===== src/rtl/eth_rx_pkg.sv =====
// Shared definitions for the MII receive framer: FSM encoding, nibble codes, CRC-32 constants.
// CRC constants are only consumed when the design is built with CRC_CHECK_EN.
package eth_rx_pkg;

  typedef enum logic [1:0] {
    ST_IDLE = 2'd0,
    ST_PRE  = 2'd1,
    ST_DATA = 2'd2,
    ST_DROP = 2'd3
  } rx_state_e;

  localparam logic [3:0]  PRE_NIB     = 4'h5;
  localparam logic [3:0]  SFD_NIB     = 4'hD;
  localparam logic [31:0] CRC_POLY    = 32'h04C11DB7;
  localparam logic [31:0] CRC_INIT    = 32'hFFFFFFFF;
  localparam logic [31:0] CRC_RESIDUE = 32'hC704DD7B;

  function automatic logic [31:0] bitrev32(input logic [31:0] v);
    logic [31:0] r;
    for (int i = 0; i < 32; i++) begin
      r[i] = v[31-i];
    end
    return r;
  endfunction

endpackage


===== src/rtl/crc32_d8.sv =====
// Byte-wide reflected CRC-32 (LSB-first), synchronous clear and enable.
// The register is kept in reflected bit order; callers bit-reverse before comparing residues.
module crc32_d8
  import eth_rx_pkg::*;
(
  input  logic        clk,
  input  logic        reset,
  input  logic        clr_i,
  input  logic        en_i,
  input  logic [7:0]  data_i,
  output logic [31:0] crc_o
);

  localparam logic [31:0] POLY_REFL = bitrev32(CRC_POLY);

  logic [31:0] crc_q;
  logic [31:0] crc_d;

  always_comb begin
    crc_d = crc_q;
    for (int i = 0; i < 8; i++) begin
      crc_d = (crc_d >> 1) ^ ((crc_d[0] ^ data_i[i]) ? POLY_REFL : 32'h0);
    end
  end

  always_ff @(posedge clk) begin
    if (reset || clr_i) begin
      crc_q <= CRC_INIT;
    end else if (en_i) begin
      crc_q <= crc_d;
    end
  end

  assign crc_o = crc_q;

endmodule


===== src/rtl/mii_rx_framer.sv =====
// MII receive framer: strips preamble/SFD, pairs nibbles into bytes, reports frame status/counters.
// Optional FCS checking is compiled in with the CRC_CHECK_EN macro.
module mii_rx_framer
  import eth_rx_pkg::*;
#(
  parameter int MIN_PRE = 2,
  parameter int MIN_LEN = 64,
  parameter int MAX_LEN = 1518,
  parameter int LEN_W   = 11,
  parameter int CNT_W   = 16
) (
  input  logic             clk,
  input  logic             reset,
  input  logic [3:0]       rxd,
  input  logic             rx_dv,
  input  logic             rx_er,
  output logic [7:0]       byte_data,
  output logic             byte_valid,
  output logic             byte_sof,
  output logic             frame_end,
  output logic             frame_ok,
  output logic [LEN_W-1:0] frame_len,
  output logic [CNT_W-1:0] frame_cnt,
  output logic [CNT_W-1:0] err_cnt
);

  localparam int               PRE_W     = 8;
  localparam logic [PRE_W-1:0] MIN_PRE_L = PRE_W'(MIN_PRE);
  localparam logic [LEN_W-1:0] MIN_LEN_L = LEN_W'(MIN_LEN);
  localparam logic [LEN_W-1:0] MAX_LEN_L = LEN_W'(MAX_LEN);

  rx_state_e        state_q;
  logic [PRE_W-1:0] pre_cnt_q;
  logic             phase_q;
  logic [3:0]       low_q;
  logic [LEN_W-1:0] len_q;
  logic             bad_q;
  logic             in_frame_q;

  logic [7:0]       byte_data_q;
  logic             byte_valid_q;
  logic             byte_sof_q;
  logic             frame_end_q;
  logic             frame_ok_q;
  logic [LEN_W-1:0] frame_len_q;
  logic [CNT_W-1:0] frame_cnt_q;
  logic [CNT_W-1:0] err_cnt_q;
  logic [CNT_W-1:0] frame_cnt_d;
  logic [CNT_W-1:0] err_cnt_d;

  logic crc_ok;
  logic pre_abort;
  logic end_now;
  logic good_now;
  logic byte_now;

  // Byte number MAX_LEN+1 is swallowed and pushes the frame into DROP instead.
  assign byte_now = (state_q == ST_DATA) && rx_dv && phase_q && (len_q != MAX_LEN_L);

`ifdef CRC_CHECK_EN
  logic [31:0] crc_val;

  crc32_d8 u_crc (
    .clk    (clk),
    .reset  (reset),
    .clr_i  (state_q != ST_DATA),
    .en_i   (byte_now),
    .data_i ({rxd, low_q}),
    .crc_o  (crc_val)
  );

  assign crc_ok = (bitrev32(crc_val) == CRC_RESIDUE);
`else
  assign crc_ok = 1'b1;
`endif

  assign pre_abort = rx_dv &&
                     (((state_q == ST_IDLE) && (rxd != PRE_NIB)) ||
                      ((state_q == ST_PRE) && (rxd != PRE_NIB) &&
                       !((rxd == SFD_NIB) && (pre_cnt_q >= MIN_PRE_L))));

  assign end_now  = !rx_dv && ((state_q == ST_DATA) || ((state_q == ST_DROP) && in_frame_q));
  assign good_now = end_now && (state_q == ST_DATA) && !bad_q && !phase_q &&
                    (len_q >= MIN_LEN_L) && crc_ok;

  // Aborts and frame ends are mutually exclusive, so at most one error bump per cycle.
  always_comb begin
    frame_cnt_d = frame_cnt_q;
    err_cnt_d   = err_cnt_q;
    if (good_now && (frame_cnt_q != '1)) begin
      frame_cnt_d = frame_cnt_q + 1'b1;
    end
    if ((pre_abort || (end_now && !good_now)) && (err_cnt_q != '1)) begin
      err_cnt_d = err_cnt_q + 1'b1;
    end
  end

  always_ff @(posedge clk) begin
    if (reset) begin
      state_q      <= ST_DROP;
      pre_cnt_q    <= '0;
      phase_q      <= 1'b0;
      low_q        <= '0;
      len_q        <= '0;
      bad_q        <= 1'b0;
      in_frame_q   <= 1'b0;
      byte_data_q  <= '0;
      byte_valid_q <= 1'b0;
      byte_sof_q   <= 1'b0;
      frame_end_q  <= 1'b0;
      frame_ok_q   <= 1'b0;
      frame_len_q  <= '0;
      frame_cnt_q  <= '0;
      err_cnt_q    <= '0;
    end else begin
      byte_valid_q <= 1'b0;
      byte_sof_q   <= 1'b0;
      frame_end_q  <= 1'b0;
      frame_cnt_q  <= frame_cnt_d;
      err_cnt_q    <= err_cnt_d;

      if (end_now) begin
        frame_end_q <= 1'b1;
        frame_ok_q  <= good_now;
        frame_len_q <= len_q;
      end

      case (state_q)
        ST_IDLE: begin
          if (rx_dv) begin
            if (rxd == PRE_NIB) begin
              state_q   <= ST_PRE;
              pre_cnt_q <= PRE_W'(1);
            end else begin
              state_q    <= ST_DROP;
              in_frame_q <= 1'b0;
            end
          end
        end
        ST_PRE: begin
          if (!rx_dv) begin
            state_q <= ST_IDLE;
          end else if (rxd == PRE_NIB) begin
            if (pre_cnt_q != '1) begin
              pre_cnt_q <= pre_cnt_q + 1'b1;
            end
          end else if (!pre_abort) begin
            state_q <= ST_DATA;
            phase_q <= 1'b0;
            len_q   <= '0;
            bad_q   <= 1'b0;
          end else begin
            state_q    <= ST_DROP;
            in_frame_q <= 1'b0;
          end
        end
        ST_DATA: begin
          if (!rx_dv) begin
            state_q <= ST_IDLE;
          end else begin
            if (rx_er) begin
              bad_q <= 1'b1;
            end
            if (!phase_q) begin
              low_q   <= rxd;
              phase_q <= 1'b1;
            end else if (len_q == MAX_LEN_L) begin
              state_q    <= ST_DROP;
              in_frame_q <= 1'b1;
              bad_q      <= 1'b1;
              phase_q    <= 1'b0;
            end else begin
              byte_data_q  <= {rxd, low_q};
              byte_valid_q <= 1'b1;
              byte_sof_q   <= (len_q == '0);
              len_q        <= len_q + 1'b1;
              phase_q      <= 1'b0;
            end
          end
        end
        default: begin
          if (!rx_dv) begin
            state_q    <= ST_IDLE;
            in_frame_q <= 1'b0;
          end
        end
      endcase
    end
  end

  assign byte_data  = byte_data_q;
  assign byte_valid = byte_valid_q;
  assign byte_sof   = byte_sof_q;
  assign frame_end  = frame_end_q;
  assign frame_ok   = frame_ok_q;
  assign frame_len  = frame_len_q;
  assign frame_cnt  = frame_cnt_q;
  assign err_cnt    = err_cnt_q;

endmodule

===== config.mk =====
export PLATFORM = sky130hd
export DESIGN_NAME = mii_rx_framer
export DESIGN_NICKNAME = d
export VERILOG_FILES = /design/src/rtl/eth_rx_pkg.sv /design/src/rtl/crc32_d8.sv /design/src/rtl/mii_rx_framer.sv
export SDC_FILE = /design/constraint.sdc
export NUM_CORES = 1
export LEC_CHECK = 0
export CORE_MARGIN = 2
export CORE_UTILIZATION = 50
export CTS_CLUSTER_DIAMETER = 60
export CTS_CLUSTER_SIZE = 28
export DETAILED_ROUTE_END_ITERATION = 6
export PLACE_DENSITY = 0.73
export RECOVER_POWER = 25
export SYNTH_ARGS = -nofsm -noshare
export SYNTH_HDL_FRONTEND = slang
export SYNTH_SLANG_ARGS = --single-unit

===== constraint.sdc =====
create_clock -name clk -period 5.05 [get_ports clk]
set_input_delay 1.01 -clock clk [delete_from_list [all_inputs] [get_ports clk]]
set_output_delay 1.01 -clock clk [all_outputs]
set_load 0.02 [all_outputs]

==> qor.yml <==
post_dp_cell_area_um2: 4730
yosysSeqAreaShare_pct: 40.7
status: "completed"
ant_nets: 0
syn2layout_area_growth_pct: 22.7
fp.dieW_um: 94.3
crit_path_start_kind: "primary input"
yosysWarnings: 0
fin_tns_setup_ns: 0
gp_congestion: 0.832
antenna_found_initial: 0
synthCells: 484
ctsResizeCount: 0
core_um2: 7810
cts_setup_buffers: 0
crit_chain: "clkdlybuf4s50_1, or4b_1, nor4_1, or3_1, o21ai_1, a21oi_1"
synth_ff_type: "dfxtp_1"
cap_violations: 0
grt_setup_unrepaired: "false"
power_mw: 1.55
cts_buffer_depth: 2
pwr_density_cell_nw_per_um2: 309
grt_max_degree: 73
min_period_ns: 3.35
path_delay_family: "simple AND/OR/NAND/NOR gates"
finalHoldViolations: 0
final_cell_mix: "dfxtp_1, nor2_1, nand2_1, clkdlybuf4s50_1, a21oi_1"
synth_area_per_cell_um2: 8.43
crit_slowest_cell: "clkdlybuf4s50_1"
via_per_inst: 5.80
power_leakage_nw: 1.69
fin_nets: 555
dr.first_iter.drc_count: 186
worstMarginPinSlew_ns: 0.940
fin_hold_ws_ns: 0.452
clock_skew_ns: 0.0104
end_kind: "register"
final_common_cell: "dfxtp_1"
cts_tree: "yes"
path_class: "in2reg"
synth-edff-count: 0
io-pin-count: 63
dp_hpwl_um: 6400
hp-class: "reg2reg"
port_buffers: 62
die_y_um: 94.3
maxSlewViolCount: 0
synth_cell_types: 53
drive_gt1_share_pct: 5.93
grt_pass1_vias: 3333
drc: 0
synthArstFlopShare_pct: 0
cts.sinks: 83
ir_worst_vdd_uv: 164
wirelength_um: 9240
setup_viol: 0
ys_ff_latch: 83
cts_root_buffer: "clkbuf_8"
vias: 3723
cts_buffers: 9
dieArea_um2: 8900
cpPeakStageDelay_ns: 0.57
path_buf_inv: 1
start_util_pct: 52.3
diodes: 0
clock_latency_ns: 0.35
h-tree-depth: 3
slew_headroom_pct: 36.8
routedWlPerCell_um: 14.4
hold_buffers: 0
track_usage_pct: 21.9
cp.required_ns: 5.33
dp_slack_ns: 1.37
grt_pass1_wl_um: 15700
dr.pass1.iters: 5
crit_path_max_fanout: 20
fin_ws_ns: 1.70
cts.clk_slew.worst_paths_ns: 0.09
fmax_mhz: 299
crit_arrival_ns: 3.63
rows: 32
syn-num-nets: 504
grt_overflow_total: 0
post-route-cell-area_um2: 5010
syn_area_um2: 4080
period_share_pct: 66.3
[worst min-delay path, delay by kind of cell (launching register included)]
kind               cells  cell delay (ns)
AOI/OAI and AO/OA      1             0.05
DFF                    1             0.31
and+or+nand+nor        1             0.05
[per-layer routing]
layer	wire [µm]	up-vias	GRT usage, %
met5	0	-	0
met4	136	0	8.09
met3	372	12	3.67
met2	4400	81	36.1
met1	4330	1765	29.0
li1	-	1865	-
[final timing paths]
path                              from  slack, ns  depth (start not counted)                        end
max                             rxd[3]       1.70                          6      len_q[5]$_SDFFE_PP0P_
min          frame_len[7]$_SDFFE_PP0P_       0.45                          2  frame_len[7]$_SDFFE_PP0P_
max reg2reg    state_q[0]$_SDFFE_PP1P_       2.23                          8    err_cnt[9]$_SDFFE_PP0P_
min reg2reg  frame_len[7]$_SDFFE_PP0P_       0.45                          2  frame_len[7]$_SDFFE_PP0P_
[synthesized netlist by cell type, drive strengths merged, types with 3 or more instances]
master | instances | area [µm²]
xnor2 | 19 | 166
inv | 12 | 45.0
nor3b | 4 | 30.0
ha | 12 | 150
nand2 | 49 | 184
o311ai | 3 | 26.3
and3 | 5 | 31.3
mux2i | 12 | 120
o31ai | 12 | 90.1
o21ai | 17 | 88.8
nand2b | 3 | 18.8
buf | 9 | 62.6
nor4b | 6 | 52.6
or3 | 12 | 75.1
nand4b | 3 | 26.3
a21oi | 39 | 195
or4 | 14 | 113
nor3 | 18 | 90.1
clkbuf | 17 | 63.8
nor4 | 10 | 68.8
o2111ai | 3 | 26.3
and4 | 5 | 43.8
mux2 | 3 | 33.8
nand3 | 19 | 95.1
nor2 | 56 | 210
nor2b | 4 | 25.0
nand4 | 6 | 37.5
dfxtp | 83 | 1660
[power breakdown]
part	switching [mW]	internal [mW]	total [mW]
Sequential	0.0159	0.670	0.686
Clock	0.243	0.393	0.635
Combinational	0.152	0.0738	0.226
[state kept, by name, indices dropped and copies added (netlist names), 2 cells and up]
signal and cells:
frame_len 11, low_q 4, err_cnt 16, state_q 2
len_q 11, frame_cnt 16, byte_data 8, pre_cnt_q 8
[cell families after synthesis]
| group | share of synthesized area, % |
|---|---|
| AOI/OAI and AO/OA | 14.3 |
| xor gates and xnor gates | 4.08 |
| adders and majority gates | 3.68 |
| buffers and inverters | 4.20 |
| DFF | 40.7 |
| muxes | 3.77 |
| and+or+nand+nor | 29.3 |
[per-stage QoR]
step / util, % / std cells
finish: 64.1 / 642
global route: 64.1 / 642
CTS: 64.1 / 642
detailed placement: 60.6 / 626
global placement: 60.6 / 626
floorplan: - / 484
[cell type report]
cell class | count | area, µm²
repair buffers | 66 | 646
clock inverters | 6 | 136
inverters | 12 | 45.0
clock buffers | 10 | 138
flip-flops and latches | 83 | 1660
fillers | 678 | 2800
multi-input cells | 363 | 2250
well taps | 102 | 128
Note: power is estimated with default switching activity, not from simulation.
